<file path="src/rtl/ram_port_arbiter_if.sv">
// Client handshake and RAM pin bundle for ram_port_arbiter.
// master: the environment (clients plus the RAM macro's read data).
// slave:  the arbiter itself.
interface ram_port_arbiter_if #(
  parameter int unsigned AW = 7,
  parameter int unsigned DW = 8
);
  // Client 0
  logic          req0;
  logic          wr0;
  logic [AW-1:0] adr0;
  logic [DW-1:0] wdata0;
  logic          gnt0;
  logic          rvalid0;
  logic [DW-1:0] rdata0;
  // Client 1
  logic          req1;
  logic          wr1;
  logic [AW-1:0] adr1;
  logic [DW-1:0] wdata1;
  logic          gnt1;
  logic          rvalid1;
  logic [DW-1:0] rdata1;
  // Status
  logic          busy;
  // RAM pins
  logic [AW-1:0] ram_adr_a;
  logic [DW-1:0] ram_din;
  logic          ram_we_n;
  logic [AW-1:0] ram_adr_b;
  logic [DW-1:0] ram_dout;

  modport master (
    output req0, wr0, adr0, wdata0,
    output req1, wr1, adr1, wdata1,
    output ram_dout,
    input  gnt0, rvalid0, rdata0,
    input  gnt1, rvalid1, rdata1,
    input  busy,
    input  ram_adr_a, ram_din, ram_we_n, ram_adr_b
  );

  modport slave (
    input  req0, wr0, adr0, wdata0,
    input  req1, wr1, adr1, wdata1,
    input  ram_dout,
    output gnt0, rvalid0, rdata0,
    output gnt1, rvalid1, rdata1,
    output busy,
    output ram_adr_a, ram_din, ram_we_n, ram_adr_b
  );
endinterface

</file>
<file path="src/rtl/ram_port_arbiter.sv">
// ram_port_arbiter: shares one two-port RAM (sync write port A, async read
// port B, active-low we) between two clients. After reset the whole RAM is
// swept to CLEAR_VAL, then the write and read ports are arbitrated
// independently with a two-client round-robin per port.
// Optional feature macro: RAM_ARB_BYPASS_EN -- a granted read hitting the
// address being written in the same cycle returns the new write data instead
// of the old RAM content.
module ram_port_arbiter #(
  parameter int unsigned   AW        = 7,
  parameter int unsigned   DW        = 8,
  parameter logic [DW-1:0] CLEAR_VAL = '0
) (
  input  logic              ck,
  input  logic              rst,
  ram_port_arbiter_if.slave bus
);

  // Extra top bit lets the sweep stop without wrapping back to address 0.
  localparam int unsigned CW = AW + 1;

  typedef enum logic {
    CLEAR = 1'b0,
    RUN   = 1'b1
  } state_t;

  state_t          state_q, state_d;
  logic [CW-1:0]   clr_cnt_q, clr_cnt_d;
  logic [CW-1:0]   clr_cnt_inc;
  logic            wptr_q, wptr_d;
  logic            rptr_q, rptr_d;
  logic            busy_q;
  logic            rvalid0_q, rvalid1_q;
  logic [DW-1:0]   rdata0_q, rdata1_q;

  logic            want_w0, want_w1, want_r0, want_r1;
  logic            gw0, gw1, gr0, gr1;
  logic            we_n;
  logic [AW-1:0]   adr_a, adr_b;
  logic [DW-1:0]   din;
  logic [DW-1:0]   rd_val;

  // Request classification per port.
  assign want_w0 = bus.req0 &  bus.wr0;
  assign want_w1 = bus.req1 &  bus.wr1;
  assign want_r0 = bus.req0 & ~bus.wr0;
  assign want_r1 = bus.req1 & ~bus.wr1;

  assign clr_cnt_inc = clr_cnt_q + CW'(1);

  // Next-state, arbitration and RAM pin drive.
  always_comb begin
    state_d   = state_q;
    clr_cnt_d = clr_cnt_q;
    wptr_d    = wptr_q;
    rptr_d    = rptr_q;
    gw0       = 1'b0;
    gw1       = 1'b0;
    gr0       = 1'b0;
    gr1       = 1'b0;
    we_n      = 1'b1;
    adr_a     = '0;
    din       = '0;
    adr_b     = '0;

    case (state_q)
      CLEAR: begin
        we_n      = 1'b0;
        adr_a     = clr_cnt_q[AW-1:0];
        din       = CLEAR_VAL;
        clr_cnt_d = clr_cnt_inc;
        if (clr_cnt_inc[AW]) begin
          state_d = RUN;
        end
      end
      RUN: begin
        // On contention the client that did not win last time goes.
        gw0 = want_w0 & (~want_w1 |  wptr_q);
        gw1 = want_w1 & (~want_w0 | ~wptr_q);
        gr0 = want_r0 & (~want_r1 |  rptr_q);
        gr1 = want_r1 & (~want_r0 | ~rptr_q);
        if (gw0 | gw1) begin
          we_n   = 1'b0;
          adr_a  = gw1 ? bus.adr1   : bus.adr0;
          din    = gw1 ? bus.wdata1 : bus.wdata0;
          wptr_d = gw1;
        end
        if (gr0 | gr1) begin
          adr_b  = gr1 ? bus.adr1 : bus.adr0;
          rptr_d = gr1;
        end
      end
      default: begin
        state_d = CLEAR;
      end
    endcase

    // Nothing reaches the RAM or the clients while reset is held.
    if (rst) begin
      gw0   = 1'b0;
      gw1   = 1'b0;
      gr0   = 1'b0;
      gr1   = 1'b0;
      we_n  = 1'b1;
      adr_a = '0;
      din   = '0;
      adr_b = '0;
    end
  end

  // Read data source: old RAM content, or forwarded write data when enabled.
`ifdef RAM_ARB_BYPASS_EN
  assign rd_val = (!we_n && (adr_a == adr_b)) ? din : bus.ram_dout;
`else
  assign rd_val = bus.ram_dout;
`endif

  // State register, sweep counter, round-robin pointers and busy flag.
  always_ff @(posedge ck) begin
    if (rst) begin
      state_q   <= CLEAR;
      clr_cnt_q <= '0;
      wptr_q    <= 1'b1;
      rptr_q    <= 1'b1;
      busy_q    <= 1'b1;
    end else begin
      state_q   <= state_d;
      clr_cnt_q <= clr_cnt_d;
      wptr_q    <= wptr_d;
      rptr_q    <= rptr_d;
      busy_q    <= (state_d == CLEAR);
    end
  end

  // Registered read return path; rvalid is a single-cycle pulse.
  always_ff @(posedge ck) begin
    if (rst) begin
      rvalid0_q <= 1'b0;
      rvalid1_q <= 1'b0;
      rdata0_q  <= '0;
      rdata1_q  <= '0;
    end else begin
      rvalid0_q <= gr0;
      rvalid1_q <= gr1;
      if (gr0) begin
        rdata0_q <= rd_val;
      end
      if (gr1) begin
        rdata1_q <= rd_val;
      end
    end
  end

  assign bus.gnt0      = gw0 | gr0;
  assign bus.gnt1      = gw1 | gr1;
  assign bus.rvalid0   = rvalid0_q;
  assign bus.rvalid1   = rvalid1_q;
  assign bus.rdata0    = rdata0_q;
  assign bus.rdata1    = rdata1_q;
  assign bus.busy      = busy_q;
  assign bus.ram_we_n  = we_n;
  assign bus.ram_adr_a = adr_a;
  assign bus.ram_din   = din;
  assign bus.ram_adr_b = adr_b;

endmodule
</file>
<file path="src/flat_wrapper.sv">
// flat-port wrapper written by rule: the top's interface ports become plain ports
module ram_port_arbiter_flat 
#(
  parameter int unsigned   AW        = 7,
  parameter int unsigned   DW        = 8,
  parameter logic [DW-1:0] CLEAR_VAL = '0
)
  (ck, rst, bus_req0, bus_wr0, bus_adr0, bus_wdata0, bus_req1, bus_wr1, bus_adr1, bus_wdata1, bus_ram_dout, bus_gnt0, bus_rvalid0, bus_rdata0, bus_gnt1, bus_rvalid1, bus_rdata1, bus_busy, bus_ram_adr_a, bus_ram_din, bus_ram_we_n, bus_ram_adr_b);
  ram_port_arbiter_if #(.AW(AW), .DW(DW)) bus_i ();
  input  logic ck;
  input  logic rst;
  input wire logic [$bits(bus_i.req0)-1:0] bus_req0;
  input wire logic [$bits(bus_i.wr0)-1:0] bus_wr0;
  input wire logic [$bits(bus_i.adr0)-1:0] bus_adr0;
  input wire logic [$bits(bus_i.wdata0)-1:0] bus_wdata0;
  input wire logic [$bits(bus_i.req1)-1:0] bus_req1;
  input wire logic [$bits(bus_i.wr1)-1:0] bus_wr1;
  input wire logic [$bits(bus_i.adr1)-1:0] bus_adr1;
  input wire logic [$bits(bus_i.wdata1)-1:0] bus_wdata1;
  input wire logic [$bits(bus_i.ram_dout)-1:0] bus_ram_dout;
  output wire logic [$bits(bus_i.gnt0)-1:0] bus_gnt0;
  output wire logic [$bits(bus_i.rvalid0)-1:0] bus_rvalid0;
  output wire logic [$bits(bus_i.rdata0)-1:0] bus_rdata0;
  output wire logic [$bits(bus_i.gnt1)-1:0] bus_gnt1;
  output wire logic [$bits(bus_i.rvalid1)-1:0] bus_rvalid1;
  output wire logic [$bits(bus_i.rdata1)-1:0] bus_rdata1;
  output wire logic [$bits(bus_i.busy)-1:0] bus_busy;
  output wire logic [$bits(bus_i.ram_adr_a)-1:0] bus_ram_adr_a;
  output wire logic [$bits(bus_i.ram_din)-1:0] bus_ram_din;
  output wire logic [$bits(bus_i.ram_we_n)-1:0] bus_ram_we_n;
  output wire logic [$bits(bus_i.ram_adr_b)-1:0] bus_ram_adr_b;
  assign bus_i.req0 = bus_req0;
  assign bus_i.wr0 = bus_wr0;
  assign bus_i.adr0 = bus_adr0;
  assign bus_i.wdata0 = bus_wdata0;
  assign bus_i.req1 = bus_req1;
  assign bus_i.wr1 = bus_wr1;
  assign bus_i.adr1 = bus_adr1;
  assign bus_i.wdata1 = bus_wdata1;
  assign bus_i.ram_dout = bus_ram_dout;
  assign bus_gnt0 = bus_i.gnt0;
  assign bus_rvalid0 = bus_i.rvalid0;
  assign bus_rdata0 = bus_i.rdata0;
  assign bus_gnt1 = bus_i.gnt1;
  assign bus_rvalid1 = bus_i.rvalid1;
  assign bus_rdata1 = bus_i.rdata1;
  assign bus_busy = bus_i.busy;
  assign bus_ram_adr_a = bus_i.ram_adr_a;
  assign bus_ram_din = bus_i.ram_din;
  assign bus_ram_we_n = bus_i.ram_we_n;
  assign bus_ram_adr_b = bus_i.ram_adr_b;
  ram_port_arbiter #(.AW(AW), .DW(DW), .CLEAR_VAL(CLEAR_VAL)) u_core (.ck(ck), .rst(rst), .bus(bus_i));
endmodule
</file>
<file path="config.mk">
export PLATFORM = sky130hd
export DESIGN_NAME = ram_port_arbiter_flat
export DESIGN_NICKNAME = d
export VERILOG_FILES = /design/src/rtl/ram_port_arbiter_if.sv /design/src/rtl/ram_port_arbiter.sv /design/src/flat_wrapper.sv
export SDC_FILE = /design/constraint.sdc
export NUM_CORES = 1
export LEC_CHECK = 0
export CAP_MARGIN = 5
export CORE_MARGIN = 2
export CORE_UTILIZATION = 43
export CTS_CLUSTER_DIAMETER = 50
export DETAILED_ROUTE_END_ITERATION = 6
export HOLD_SLACK_MARGIN = 0.15
export PLACE_DENSITY = 0.91
export SYNTH_ARGS = -nofsm -noshare
export SYNTH_HDL_FRONTEND = slang
export SYNTH_SLANG_ARGS = --single-unit
export TNS_END_PERCENT = 30
</file>
<file path="constraint.sdc">
create_clock -name ck -period 2.65 [get_ports ck]
set_clock_uncertainty 0.2 [all_clocks]
set_input_delay 0.265 -clock ck [delete_from_list [all_inputs] [get_ports ck]]
set_output_delay 0.265 -clock ck [all_outputs]
set_load 0.01 [all_outputs]
</file>
## After elaboration in Yosys (flattened, before gate mapping)

Index checks and enable logic that the tools add are counted.

- Add/sub/neg operators: 1
- Mux-type cells: 25
- Bitwise operators: 26
- Reduce and logical (&&, ||, !) cells: 2

Operator list:

| kind | number |
|---|---|
| 7-bit two-way mux | 7 |
| 8-bit two-way mux | 3 |
| 8-bit case mux with 2 select lines | 1 |
| 7-bit case mux with 2 select lines | 1 |
| 1-bit two-way mux | 12 |
| 1-bit NOT | 10 |
| 8-bit by 1-bit adder with 8-bit output (second input constant) | 1 |
| 1-bit AND | 8 |
| 1-bit bitwise OR | 8 |
| 2-bit AND reduction | 2 |
| 1-bit case mux with 2 select lines | 1 |

- Register bits after elaboration: 30
- Bits of input ports: 44
- Output and inout port bits: 44
- Word-level logic and storage cells: 63

## Logic depth before layout (Yosys ltp)

Gate-level depths: netlist of the first run.

- Depth in word-level cells: 9
- Depth in mapped cells: 6
- Gate-level depth less buffers: 4

## Least setup slack after synthesis of the first run

OpenSTA, ideal clock, no wires.

- Path kind: input to output
- From: input bus_req1
- To: output bus_ram_adr_b[0]
- Arrival: 1.211 ns
- Data required time: 2.185 ns
- Setup slack: 0.974 ns
- Stages on the path: 6
- Buffers on the path: 3
- Path through: clkbuf_2 > and3b_1 > clkbuf_1 > buf_4 > nand3_1 > a21oi_1

- Word-level cells in the longest chain between the ends: 8
- Elaborated cells on any way between the ends: 10
- Classes of those cells: mux (4); bitwise (6)

Ends and longest elaborated chain:

| element | RTL line | RTL |
|---|---|---|
| from (decl) | flat_wrapper.sv:16 | `input wire logic [$bits(bus_i.req1)-1:0] bus_req1;` |
| 1-bit AND (*) | ram_port_arbiter.sv:46 | `assign want_r1 = bus.req1 & ~bus.wr1;` |
| 1-bit NOT | ram_port_arbiter.sv:79 | `gr0 = want_r0 & (~want_r1 \| rptr_q);` |
| 1-bit bitwise OR | ram_port_arbiter.sv:79 |  |
| 1-bit AND | ram_port_arbiter.sv:79 |  |
| 1-bit bitwise OR | ram_port_arbiter.sv:87 | `if (gr0 \| gr1) begin` |
| 7-bit two-way mux (*) | ram_port_arbiter.sv:87 |  |
| 7-bit two-way mux (*) | ram_port_arbiter.sv:65 | `case (state_q)` |
| 7-bit two-way mux (*) | ram_port_arbiter.sv:98 | `if (rst) begin` |
| to (decl) | flat_wrapper.sv:31 | `output wire logic [$bits(bus_i.ram_adr_b)-1:0] bus_ram_adr_b;` |

Every way passes the cells marked *; elsewhere a longest branch is shown, timed or not.

## Final worst setup path of the first run

- From: input bus_wr1
- To: output bus_ram_din[0]

- Word-level cells in the longest chain between the ends: 8
- Elaborated cells on any way between the ends: 10
- Classes of those cells: mux (4); bitwise (6)

Ends and longest elaborated chain:

| element | RTL line | RTL |
|---|---|---|
| from (decl) | flat_wrapper.sv:17 | `input wire logic [$bits(bus_i.wr1)-1:0] bus_wr1;` |
| 1-bit AND (*) | ram_port_arbiter.sv:44 | `assign want_w1 = bus.req1 & bus.wr1;` |
| 1-bit NOT | ram_port_arbiter.sv:77 | `gw0 = want_w0 & (~want_w1 \| wptr_q);` |
| 1-bit bitwise OR | ram_port_arbiter.sv:77 |  |
| 1-bit AND | ram_port_arbiter.sv:77 |  |
| 1-bit bitwise OR | ram_port_arbiter.sv:81 | `if (gw0 \| gw1) begin` |
| 8-bit two-way mux (*) | ram_port_arbiter.sv:81 |  |
| 8-bit case mux with 2 select lines (*) | ram_port_arbiter.sv:65 |  |
| 8-bit two-way mux (*) | ram_port_arbiter.sv:98 |  |
| to (decl) | flat_wrapper.sv:29 | `output wire logic [$bits(bus_i.ram_din)-1:0] bus_ram_din;` |

Marks and branches as above.

==> impl_metrics.py, run 1 <==
metrics = {
    "run_status": {
        "status": "finished clean",
    },
    "power_and_ir_drop": {
        "power_frac_comb_pct": 15.9,
        "leakage_nw": 0.962,
        "power_density_nw_per_um2": 354,
        "power.net_switching_uw": 248,
        "p_int_uw": 754,
        "peakVddDrop_v": 0.000199,
        "p_total_mw": 1.00,
        "pwr-share-seq_pct": 46.1,
        "sw_frac_of_total_pct": 24.8,
        "clkPwrFrac_pct": 38.1,
    },
    "logic_synthesis": {
        "synth.top_cell.area_share_pct": 34.6,
        "yosys-top-cells-area": "dfxtp_1 (35%), nand3_1 (14%), a21oi_1 (11%), o21ai_0 (8.6%), nand2_1 (3.2%)",
        "ys_seq_area_share_pct": 34.6,
        "netlist_area_um2": 1740,
        "synth_area_leader_cell": "dfxtp_1",
        "synthArstFlopShare_pct": 0,
        "synth_ff_type": "dfxtp_1",
        "syn_inst": 238,
        "yosysWarnings": 0,
        "synthDistinctLibCells": 38,
        "syn_nets": 283,
        "synth-seq-cells": 30,
        "postSynthAreaPerCell_um2": 7.30,
        "synth-edff-count": 0,
    },
    "setup_path": {
        "ff2ff_setup_slack_ns": 0.99,
        "cp-start-kind": "input pin",
        "cp_data_arrival_time_ns": 2.07,
        "critPathMaxFanout": 8,
        "reg2reg_depth": 4,
        "required_ns": 2.18,
        "rr_endpoint": "u_core.clr_cnt_q[5]",
        "reg2reg_from": "u_core.state_q",
        "crit_type": "in2out",
        "cp-end-kind": "output port",
    },
    "placed_design": {
        "hpwl_um": 4390,
        "gp_congestion": 0.875,
        "port_buffers": 87,
    },
    "finish": {
        "areaGrowthSynthToFinish_pct": 62.9,
        "final_common_cell": "clkdlybuf4s50_1",
        "layout.nets": 376,
        "n_antenna_cell": 0,
        "drive_above_1_share_pct": 9.64,
        "final_cell_mix": "clkdlybuf4s50_1 (85), nand3_1 (47), a21oi_1 (38)",
    },
    "hold_path": {
        "min_path_type": "reg2reg",
        "hp-start": "u_core.bus.rdata1[3]",
        "worstHoldEndpoint": "u_core.bus.rdata1[3]",
        "whs_path_depth": 2,
    },
    "global_route": {
        "grt_usage_pct": 26.4,
        "grt_max_degree": 26,
        "antenna_found_initial": 0,
        "grt_pass1_vias": 2055,
        "grt-ovfl-total": 0,
        "grt_pass1_wl_um": 9070,
    },
    "clock_tree": {
        "cts-hold-fix-buffers": 0,
        "cts.sinks": 30,
        "h-tree-depth": 2,
        "clk_latency_ns": 0.29,
        "cts_tree": "done",
        "cts_max_path_buffers": 2,
        "path_clk_slew_ns": 0.07,
        "cts-root-buf": "clkbuf_8",
        "cts_inserted_buffers": 5,
    },
    "routing": {
        "antenna_left": 0,
        "drc": 0,
        "vias_per_cell": 5.71,
        "routedWlPerCell_um": 15.2,
        "wl_um": 5820,
        "via_count": 2181,
        "firstDrtPassIters": 4,
        "drt_iter0_drc": 144,
    },
    "timing": {
        "rsz0062_at_grt": "false",
        "setup_viol": 0,
        "hold_viol_final": 0,
        "holdWs_ns": 0.275,
        "max_freq_ghz": 0.395,
        "drv_slew": 0,
        "maxSlewHeadroom_pct": 77.1,
        "fin_crit_sh_pct": 95.5,
        "period_needed_ns": 2.53,
        "worstMarginPinSlew_ns": 0.342,
    },
    "flow_run": {
        "maxCapViolCount": 0,
    },
    "floorplan": {
        "core_um2": 3940,
        "die_x_um": 67.6,
        "io_pins": 88,
        "die_area_um2": 4560,
        "start_util_pct": 44.0,
        "rows": 23,
        "chipHeight_um": 67.6,
    },
}
flip-flops by register name, indices dropped and copies added (netlist names):
signal	cells
u_core.state_q	1
u_core.bus.busy	1
u_core.wptr_q	1
u_core.clr_cnt_q	8
u_core.rptr_q	1
u_core.bus.rvalid1	1
u_core.bus.rdata1	8
u_core.bus.rvalid0	1
u_core.bus.rdata0	8
cells in the mapped netlist (2+ instances only):
| library cell | n |
|---|---|
| dfxtp_1 | 30 |
| clkbuf_2 | 3 |
| or3_1 | 2 |
| nand3_1 | 47 |
| xor2_1 | 3 |
| buf_2 | 9 |
| clkbuf_1 | 5 |
| o21ai_0 | 30 |
| inv_1 | 2 |
| and3b_1 | 3 |
| a21oi_1 | 38 |
| nand3b_1 | 5 |
| o211ai_1 | 6 |
| nand2b_1 | 2 |
| nand2_1 | 15 |
| nand4_1 | 6 |
| o31ai_1 | 3 |
| nor2_1 | 9 |
through the flow:
stage | setup slack (ns) | TNS, ns | instances | instance area [um2] | utilization (%)
4_1_cts | 0.0512 | 0 | 382 | 2820 | 71.4
5_1_grt | 0.0229 | 0 | 382 | 2830 | 71.8
3_3_place_gp | 0.0587 | 0 | 374 | 2720 | 69.1
6_report | 0.119 | 0 | 382 | 2830 | 71.8
3_5_place_dp | -0.0299 | -0.0836 | 374 | 2720 | 69.1
2_1_floorplan | 0.974 | 0 | 238 | 1740 | -
how the worst max path moves through the flow:
stage / startpoint / end / slack, ns
4_1_cts: bus_wr0 / bus_ram_adr_a[5] / 0.05
6_report: bus_wr1 / bus_ram_din[0] / 0.12
3_3_place_gp: bus_wr0 / bus_ram_adr_a[5] / 0.06
3_5_place_dp: bus_wr0 / bus_ram_adr_a[5] / -0.03
5_1_grt: bus_wr1 / bus_ram_din[0] / 0.02
2_1_floorplan: bus_req1 / bus_ram_adr_b[0] / 0.97
per-layer routing:
| layer | up-vias | wire, um | GRT usage, % |
|---|---|---|---|
| li1 | 1070 | - | - |
| met1 | 990 | 2330 | 32.1 |
| met2 | 109 | 2880 | 43.1 |
| met3 | 12 | 496 | 7.67 |
| met4 | 0 | 117 | 11.2 |
| met5 | - | 0 | 0 |
power by group through the flow:
stage	sequential, mW	clock [mW]	combinational, mW
after detailed placement	0.471	0	0.156
after CTS	0.461	0.386	0.157
final	0.461	0.382	0.159
after floorplan	0.469	0	0.0544
after global routing	0.462	0.406	0.172
after global placement	0.471	0	0.154
cell families after synthesis:
logic type                 synth area share (%)
xor gates and xnor gates                   1.51
muxes                                     0.576
adders and majority gates                 0.720
DFF                                        34.6
buffers and inverters                      6.27
AOI/OAI and AO/OA                          25.9
and+or+nand+nor                            30.4
layout make-up:
class	instances	area, um2
fill	321	1110
multi-input combinational	186	1040
timing repair buffer	106	1030
sequential	30	601
clock buffer	7	86.3
tap	50	62.6
inverter	2	7.51
clock inverter	1	5.00
timing repair:
item                                    CTS  global route
gates resized for setup                   1             5
setup buffers                             0             0
endpoints found under the setup margin    5            15
worst max-delay path, stage by stage:
cell and delay [ns]:
clkdlybuf4s50_1 0.54, and2_1 0.24, buf_4 0.19, nand3_1 0.08
a21oi_1 0.18, clkdlybuf4s50_1 0.57
No activity file was read; power rests on OpenSTA's default activity.
==> inputs of run 2 (changes only) <==
--- a/config.mk
+++ b/config.mk
@@ -5,12 +5,13 @@
 export SDC_FILE = /design/constraint.sdc
 export NUM_CORES = 1
 export LEC_CHECK = 0
+export ABC_AREA = 1
 export CAP_MARGIN = 5
-export CORE_MARGIN = 2
-export CORE_UTILIZATION = 43
+export CORE_UTILIZATION = 42
 export CTS_CLUSTER_DIAMETER = 50
 export DETAILED_ROUTE_END_ITERATION = 6
 export HOLD_SLACK_MARGIN = 0.15
+export MAX_ROUTING_LAYER = met4
 export PLACE_DENSITY = 0.91
 export SYNTH_ARGS = -nofsm -noshare
 export SYNTH_HDL_FRONTEND = slang
==> impl_metrics.py, run 2 <==
metrics = {
    "run_status": {
        "status": "finished clean",
    },
    "setup_path": {
        "worstSetupStartpoint": "bus_req0",
        "critPathMaxFanout": 18,
        "reg2reg_from": "u_core.state_q",
        "crit_cells": 7,
        "cp_top_family": "buffers and inverters",
        "ff2ff_setup_slack_ns": 1.19,
        "cp-end-kind": "output port",
        "reg2reg_depth": 7,
        "required_ns": 2.18,
        "cp_data_arrival_time_ns": 2.09,
        "cp-start-kind": "input pin",
        "rr_endpoint": "u_core.bus.rdata0[0]",
        "crit_type": "in2out",
        "slowest_delay_ns": 0.54,
        "cp-endpoint": "bus_ram_din[0]",
        "crit_top_cell": "clkdlybuf4s50_1",
        "cp_cell_sequence": "clkdlybuf4s50_1, nand3_2, nand2_8, clkinvlp_4, nor2_1, nor3_1, clkdlybuf4s50_1",
        "crit_path_top_delay_cell": "clkdlybuf4s50_1",
        "crit_buf_inv": 3,
    },
    "timing": {
        "maxSlewHeadroom_pct": 76.5,
        "holdWs_ns": 0.265,
        "drv_slew": 0,
        "setup_viol": 0,
        "worstMarginPinSlew_ns": 0.352,
        "period_needed_ns": 2.56,
        "rsz0062_at_grt": "true",
        "fin_crit_sh_pct": 96.6,
        "hold_viol_final": 0,
        "max_freq_ghz": 0.391,
    },
    "clock_tree": {
        "clk_latency_ns": 0.28,
        "path_clk_slew_ns": 0.06,
        "cts_max_path_buffers": 2,
        "cts_tree": "done",
        "cts-root-buf": "clkbuf_8",
        "h-tree-depth": 2,
        "cts.sinks": 30,
        "cts_inserted_buffers": 5,
        "cts-hold-fix-buffers": 0,
        "cts_setup_buffers": 0,
    },
    "routing": {
        "via_count": 1967,
        "vias_per_cell": 4.86,
        "routedWlPerCell_um": 11.6,
        "wl_um": 4680,
        "firstDrtPassIters": 4,
        "antenna_left": 0,
        "drt_iter0_drc": 73,
        "drc": 0,
    },
    "logic_synthesis": {
        "postSynthAreaPerCell_um2": 6.35,
        "netlist_area_um2": 1670,
        "synth-edff-count": 0,
        "ys_seq_area_share_pct": 36.0,
        "yosys-top-cells-area": "dfxtp_1 (36%), nand2_1 (14%), nor2_1 (11%), nand3_1 (7.5%), inv_1 (5.6%)",
        "synth.most_common_cell": "nand2_1",
        "synth_ff_type": "dfxtp_1",
        "yosysWarnings": 0,
        "synthArstFlopShare_pct": 0,
        "synthDistinctLibCells": 23,
        "syn_inst": 263,
        "syn_nets": 308,
        "synth.top_cell.area_share_pct": 36.0,
        "synth_area_leader_cell": "dfxtp_1",
        "synth-seq-cells": 30,
        "synthTopCellsByCount": "nand2_1 (63), nor2_1 (47), dfxtp_1 (30)",
    },
    "hold_path": {
        "whs_path_depth": 2,
        "min_path_type": "reg2reg",
    },
    "global_route": {
        "grt_max_degree": 19,
        "grt_pass1_vias": 1778,
        "grt_pass1_wl_um": 7490,
        "grt-ovfl-total": 0,
        "grt_usage_pct": 23.3,
        "antenna_found_initial": 0,
    },
    "power_and_ir_drop": {
        "power.net_switching_uw": 239,
        "sw_frac_of_total_pct": 22.9,
        "p_int_uw": 805,
        "pwr-share-seq_pct": 43.9,
        "clkPwrFrac_pct": 40.9,
        "power_density_nw_per_um2": 381,
        "power_frac_comb_pct": 15.2,
        "peakVddDrop_v": 0.000291,
        "leakage_nw": 1.19,
    },
    "finish": {
        "fin_area_um2": 2740,
        "layout.nets": 401,
        "final_common_cell": "clkdlybuf4s50_1",
        "register_area_um2": 601,
        "drive_above_1_share_pct": 9.24,
        "multi_input_area_um2": 921,
        "areaGrowthSynthToFinish_pct": 64.2,
        "fin_util_pct": 73.3,
        "n_fill_cell": 304,
        "final_cell_mix": "clkdlybuf4s50_1 (86), nand2_1 (63), nor2_1 (47)",
        "n_antenna_cell": 0,
    },
    "placed_design": {
        "port_buffers": 87,
        "placed_cell_area_um2": 2620,
        "hpwl_um": 3560,
        "gp_congestion": 0.919,
    },
    "floorplan": {
        "io_pins": 88,
        "start_util_pct": 44.6,
        "die_x_um": 65.1,
        "die_area_um2": 4230,
        "core_um2": 3740,
        "chipHeight_um": 65.1,
        "rows": 22,
    },
    "flow_run": {
        "maxCapViolCount": 0,
    },
}
-- run 2: cell types whose count changed in the layout (fill, tap and decap cells not counted), sizes merged, moves of 5 or more --
| cell | previous run | this run |
|---|---|---|
| nand2 | 15 | 67 |
| nor2 | 9 | 52 |
| inv | 2 | 30 |
| a21oi | 38 | 15 |
| nand3 | 47 | 26 |
| buf | 19 | 6 |
| nor3 | 1 | 9 |
| o21ai | 30 | 22 |
| nand4 | 7 | 1 |
| o211ai | 6 | 0 |
| nand3b | 5 | 0 |
-- run 2: cell type report --
class | count | area share (%)
repair buffers | 93 | 33.9
multi-input cells | 195 | 33.6
flip-flops and latches | 30 | 21.9
inverters | 31 | 4.38
clock buffers | 8 | 4.01
well taps | 48 | 2.19
-- run 2: cell families after synthesis --
logic type | count (synthesis) | synth area share, %
and+or+nand+nor | 156 | 41.6
AOI/OAI and AO/OA | 38 | 12.2
buffers and inverters | 38 | 9.44
DFF | 30 | 36.0
adders and majority gates | 1 | 0.749
-- run 2: how the worst min path moves through the flow --
stage,from,endpoint
3_3_place_gp,u_core.bus.rdata1[5],u_core.bus.rdata1[5]
6_report,u_core.bus.rdata1[4],u_core.bus.rdata1[4]
2_1_floorplan,bus_ram_dout[1],u_core.bus.rdata1[1]
3_5_place_dp,u_core.bus.rdata1[4],u_core.bus.rdata1[4]
4_1_cts,u_core.bus.rdata1[4],u_core.bus.rdata1[4]
5_1_grt,u_core.bus.rdata1[4],u_core.bus.rdata1[4]
-- run 2: worst reg2reg max path, cell delays in order (launching register included) --
cell     delay (ns)
dfxtp_1        0.32
buf_4          0.18
nand2_4        0.09
nor2_8         0.13
buf_4          0.16
inv_2          0.08
nor2_1         0.13
nor2_1         0.06
-- run 2: metal layers --
layer  part of all wire (%)  GRT usage (%)  vias to the layer above  routed length [um]
met5                      0              -                        -                   0
met1                     43           25.2                      861                2000
li1                       -              -                     1018                   -
met4                    2.1           9.51                        0                  96
met3                    8.3           7.22                       11                 387
met2                     47           39.6                       77                2200
-- run 2: per-stage QoR --
| step | instances | power [mW] | worst slack [ns] | TNS (ns) |
|---|---|---|---|---|
| 6_report | 405 | 1.04 | 0.0907 | 0 |
| 5_1_grt | 405 | 1.08 | -0.0345 | -0.117 |
| 4_1_cts | 405 | 1.05 | 0.0448 | 0 |
| 3_5_place_dp | 397 | 0.622 | 0.0495 | 0 |
| 3_3_place_gp | 397 | 0.620 | 0.0537 | 0 |
| 2_1_floorplan | 263 | 0.531 | 1.12 | 0 |
-- run 2: power groups by stage --
stage / sequential [mW] / clock, mW / combinational [mW]
3_3_place_gp: 0.468 / 0 / 0.152
5_1_grt: 0.458 / 0.449 / 0.173
2_1_floorplan: 0.467 / 0 / 0.0635
6_report: 0.458 / 0.427 / 0.158
3_5_place_dp: 0.468 / 0 / 0.154
4_1_cts: 0.458 / 0.434 / 0.156
-- run 2: what timing repair did --
action / in CTS / in global routing
setup endpoints to repair: 0 / 9
gates resized for setup: 0 / 3
endpoints found under the hold margin: 0 / 0
==> inputs of run 3 (changes only) <==
--- a/config.mk
+++ b/config.mk
@@ -7,6 +7,7 @@
 export LEC_CHECK = 0
 export ABC_AREA = 1
 export CAP_MARGIN = 5
+export CORE_MARGIN = 4
 export CORE_UTILIZATION = 42
 export CTS_CLUSTER_DIAMETER = 50
 export DETAILED_ROUTE_END_ITERATION = 6
==> impl_metrics.py, run 3 (synthesis gave the netlist of run 2 again) <==
metrics = {
    "run_status": {
        "status": "finished clean",
    },
    "routing": {
        "drt_iter0_drc": 107,
        "drc": 0,
        "firstDrtPassIters": 4,
        "via_count": 2029,
        "vias_per_cell": 5.00,
        "wl_um": 5090,
        "routedWlPerCell_um": 12.5,
        "antenna_left": 0,
    },
    "power_and_ir_drop": {
        "power_density_nw_per_um2": 359,
        "peakVddDrop_v": 0.000534,
        "leakage_nw": 1.19,
        "p_total_uw": 984,
    },
    "setup_path": {
        "reg2reg_from": "u_core.state_q",
        "cp-end-kind": "output port",
        "required_ns": 2.18,
        "rr_endpoint": "u_core.bus.rdata0[2]",
        "ff2ff_setup_slack_ns": 1.19,
        "crit_type": "in2out",
        "worstSetupStartpoint": "bus_req1",
        "cp_data_arrival_time_ns": 2.07,
        "reg2reg_depth": 7,
        "critPathMaxFanout": 18,
        "cp-start-kind": "input pin",
    },
    "global_route": {
        "gr-usage-met2_pct": 35.1,
        "grt_most_used_layer": "met2",
        "grt.met3_usage_pct": 6.11,
        "grt_usage_pct": 20.1,
        "grt_pass1_wl_um": 8210,
        "grt_pass1_vias": 1915,
        "grt_max_degree": 19,
        "antenna_found_initial": 0,
        "grt-ovfl-total": 0,
        "use_met1_pct": 22.9,
    },
    "clock_tree": {
        "cts_setup_buffers": 0,
        "cts_max_path_buffers": 2,
        "cts_tree": "done",
        "cts_inserted_buffers": 5,
        "clk_latency_ns": 0.28,
        "cts.sinks": 30,
        "h-tree-depth": 2,
        "cts-hold-fix-buffers": 0,
        "cts-root-buf": "clkbuf_8",
        "path_clk_slew_ns": 0.07,
    },
    "finish": {
        "drive_above_1_share_pct": 9.50,
        "fin_util_pct": 73.2,
        "layout.nets": 402,
        "n_fill_cell": 298,
        "n_antenna_cell": 0,
        "final_common_cell": "clkdlybuf4s50_1",
        "final_cell_mix": "clkdlybuf4s50_1 (85), nand2_1 (63), nor2_1 (47)",
        "areaGrowthSynthToFinish_pct": 64.0,
    },
    "hold_path": {
        "whs_path_depth": 2,
        "worstHoldEndpoint": "u_core.bus.rdata1[2]",
        "hp-start": "u_core.bus.rdata1[2]",
        "min_path_type": "reg2reg",
    },
    "flow_run": {
        "maxCapViolCount": 0,
    },
    "timing": {
        "rsz0062_at_grt": "false",
        "hold_viol_final": 0,
        "worstMarginPinSlew_ns": 0.345,
        "holdWs_ns": 0.265,
        "fin_crit_sh_pct": 95.6,
        "setup_tns_ns": 0,
        "maxSlewHeadroom_pct": 77.0,
        "worst_slack_ns": 0.117,
        "max_freq_ghz": 0.395,
        "period_needed_ns": 2.53,
        "drv_slew": 0,
        "setup_viol": 0,
    },
    "floorplan": {
        "io_pins": 88,
        "die_area_um2": 5050,
        "rows": 22,
        "start_util_pct": 44.6,
        "die_x_um": 71.1,
        "core_um2": 3740,
        "chipHeight_um": 71.1,
    },
    "placed_design": {
        "hpwl_um": 3960,
        "gp_congestion": 0.868,
        "port_buffers": 87,
        "place_ws_ns": 0.0400,
    },
}
[run 3: cell type report]
type | instances | area, um2 | area share (%)
Timing Repair Buffer | 94 | 941 | 34.3
Multi-Input combinational cell | 195 | 928 | 33.9
Sequential cell | 30 | 601 | 21.9
Inverter | 31 | 120 | 4.38
Clock buffer | 5 | 68.8 | 2.51
Tap cell | 48 | 60.1 | 2.19
Clock inverter | 3 | 21.3 | 0.776
[run 3: critical path, cell delays in order]
cell,delay [ns]
clkdlybuf4s50_1,0.47
nand2_1,0.11
inv_2,0.12
nand2_8,0.11
clkinvlp_4,0.16
nor2_1,0.06
nor3_1,0.17
clkdlybuf4s50_1,0.60
[run 3: metrics by stage]
| stage | instances | instance area (um2) |
|---|---|---|
| final | 406 | 2740 |
| after global routing | 406 | 2740 |
| after CTS | 406 | 2720 |
| after detailed placement | 398 | 2630 |
| after global placement | 398 | 2630 |
| after floorplan | 263 | 1670 |
[run 3: layer usage]
layer / share of wire [%] / up-vias
li1: - / 1020
met1: 42 / 924
met2: 50 / 79
met3: 7.5 / 6
met4: 0.65 / 0
met5: 0 / -
[run 3: worst max path at each step]
stage                      to  slack, ns  depth (start not counted)
5_1_grt        bus_ram_din[3]       0.06                          8
4_1_cts        bus_ram_din[3]      0.008                          7
6_report       bus_ram_din[3]       0.12                          8
3_5_place_dp   bus_ram_din[3]       0.04                          7
3_3_place_gp   bus_ram_din[2]       0.11                          7
2_1_floorplan  bus_ram_din[0]       1.12                          4
[run 3: where the power goes]
group	switching (mW)	internal (mW)	total, mW	leakage, nW
Sequential	0.00394	0.455	0.458	0.242
Clock	0.182	0.184	0.366	0.0441
Combinational	0.0706	0.0888	0.159	0.904
[run 3: repair_timing]
item                                    CTS  global route
endpoints found under the setup margin    1             9
resized for setup                         1             4
gates cloned                              0             0
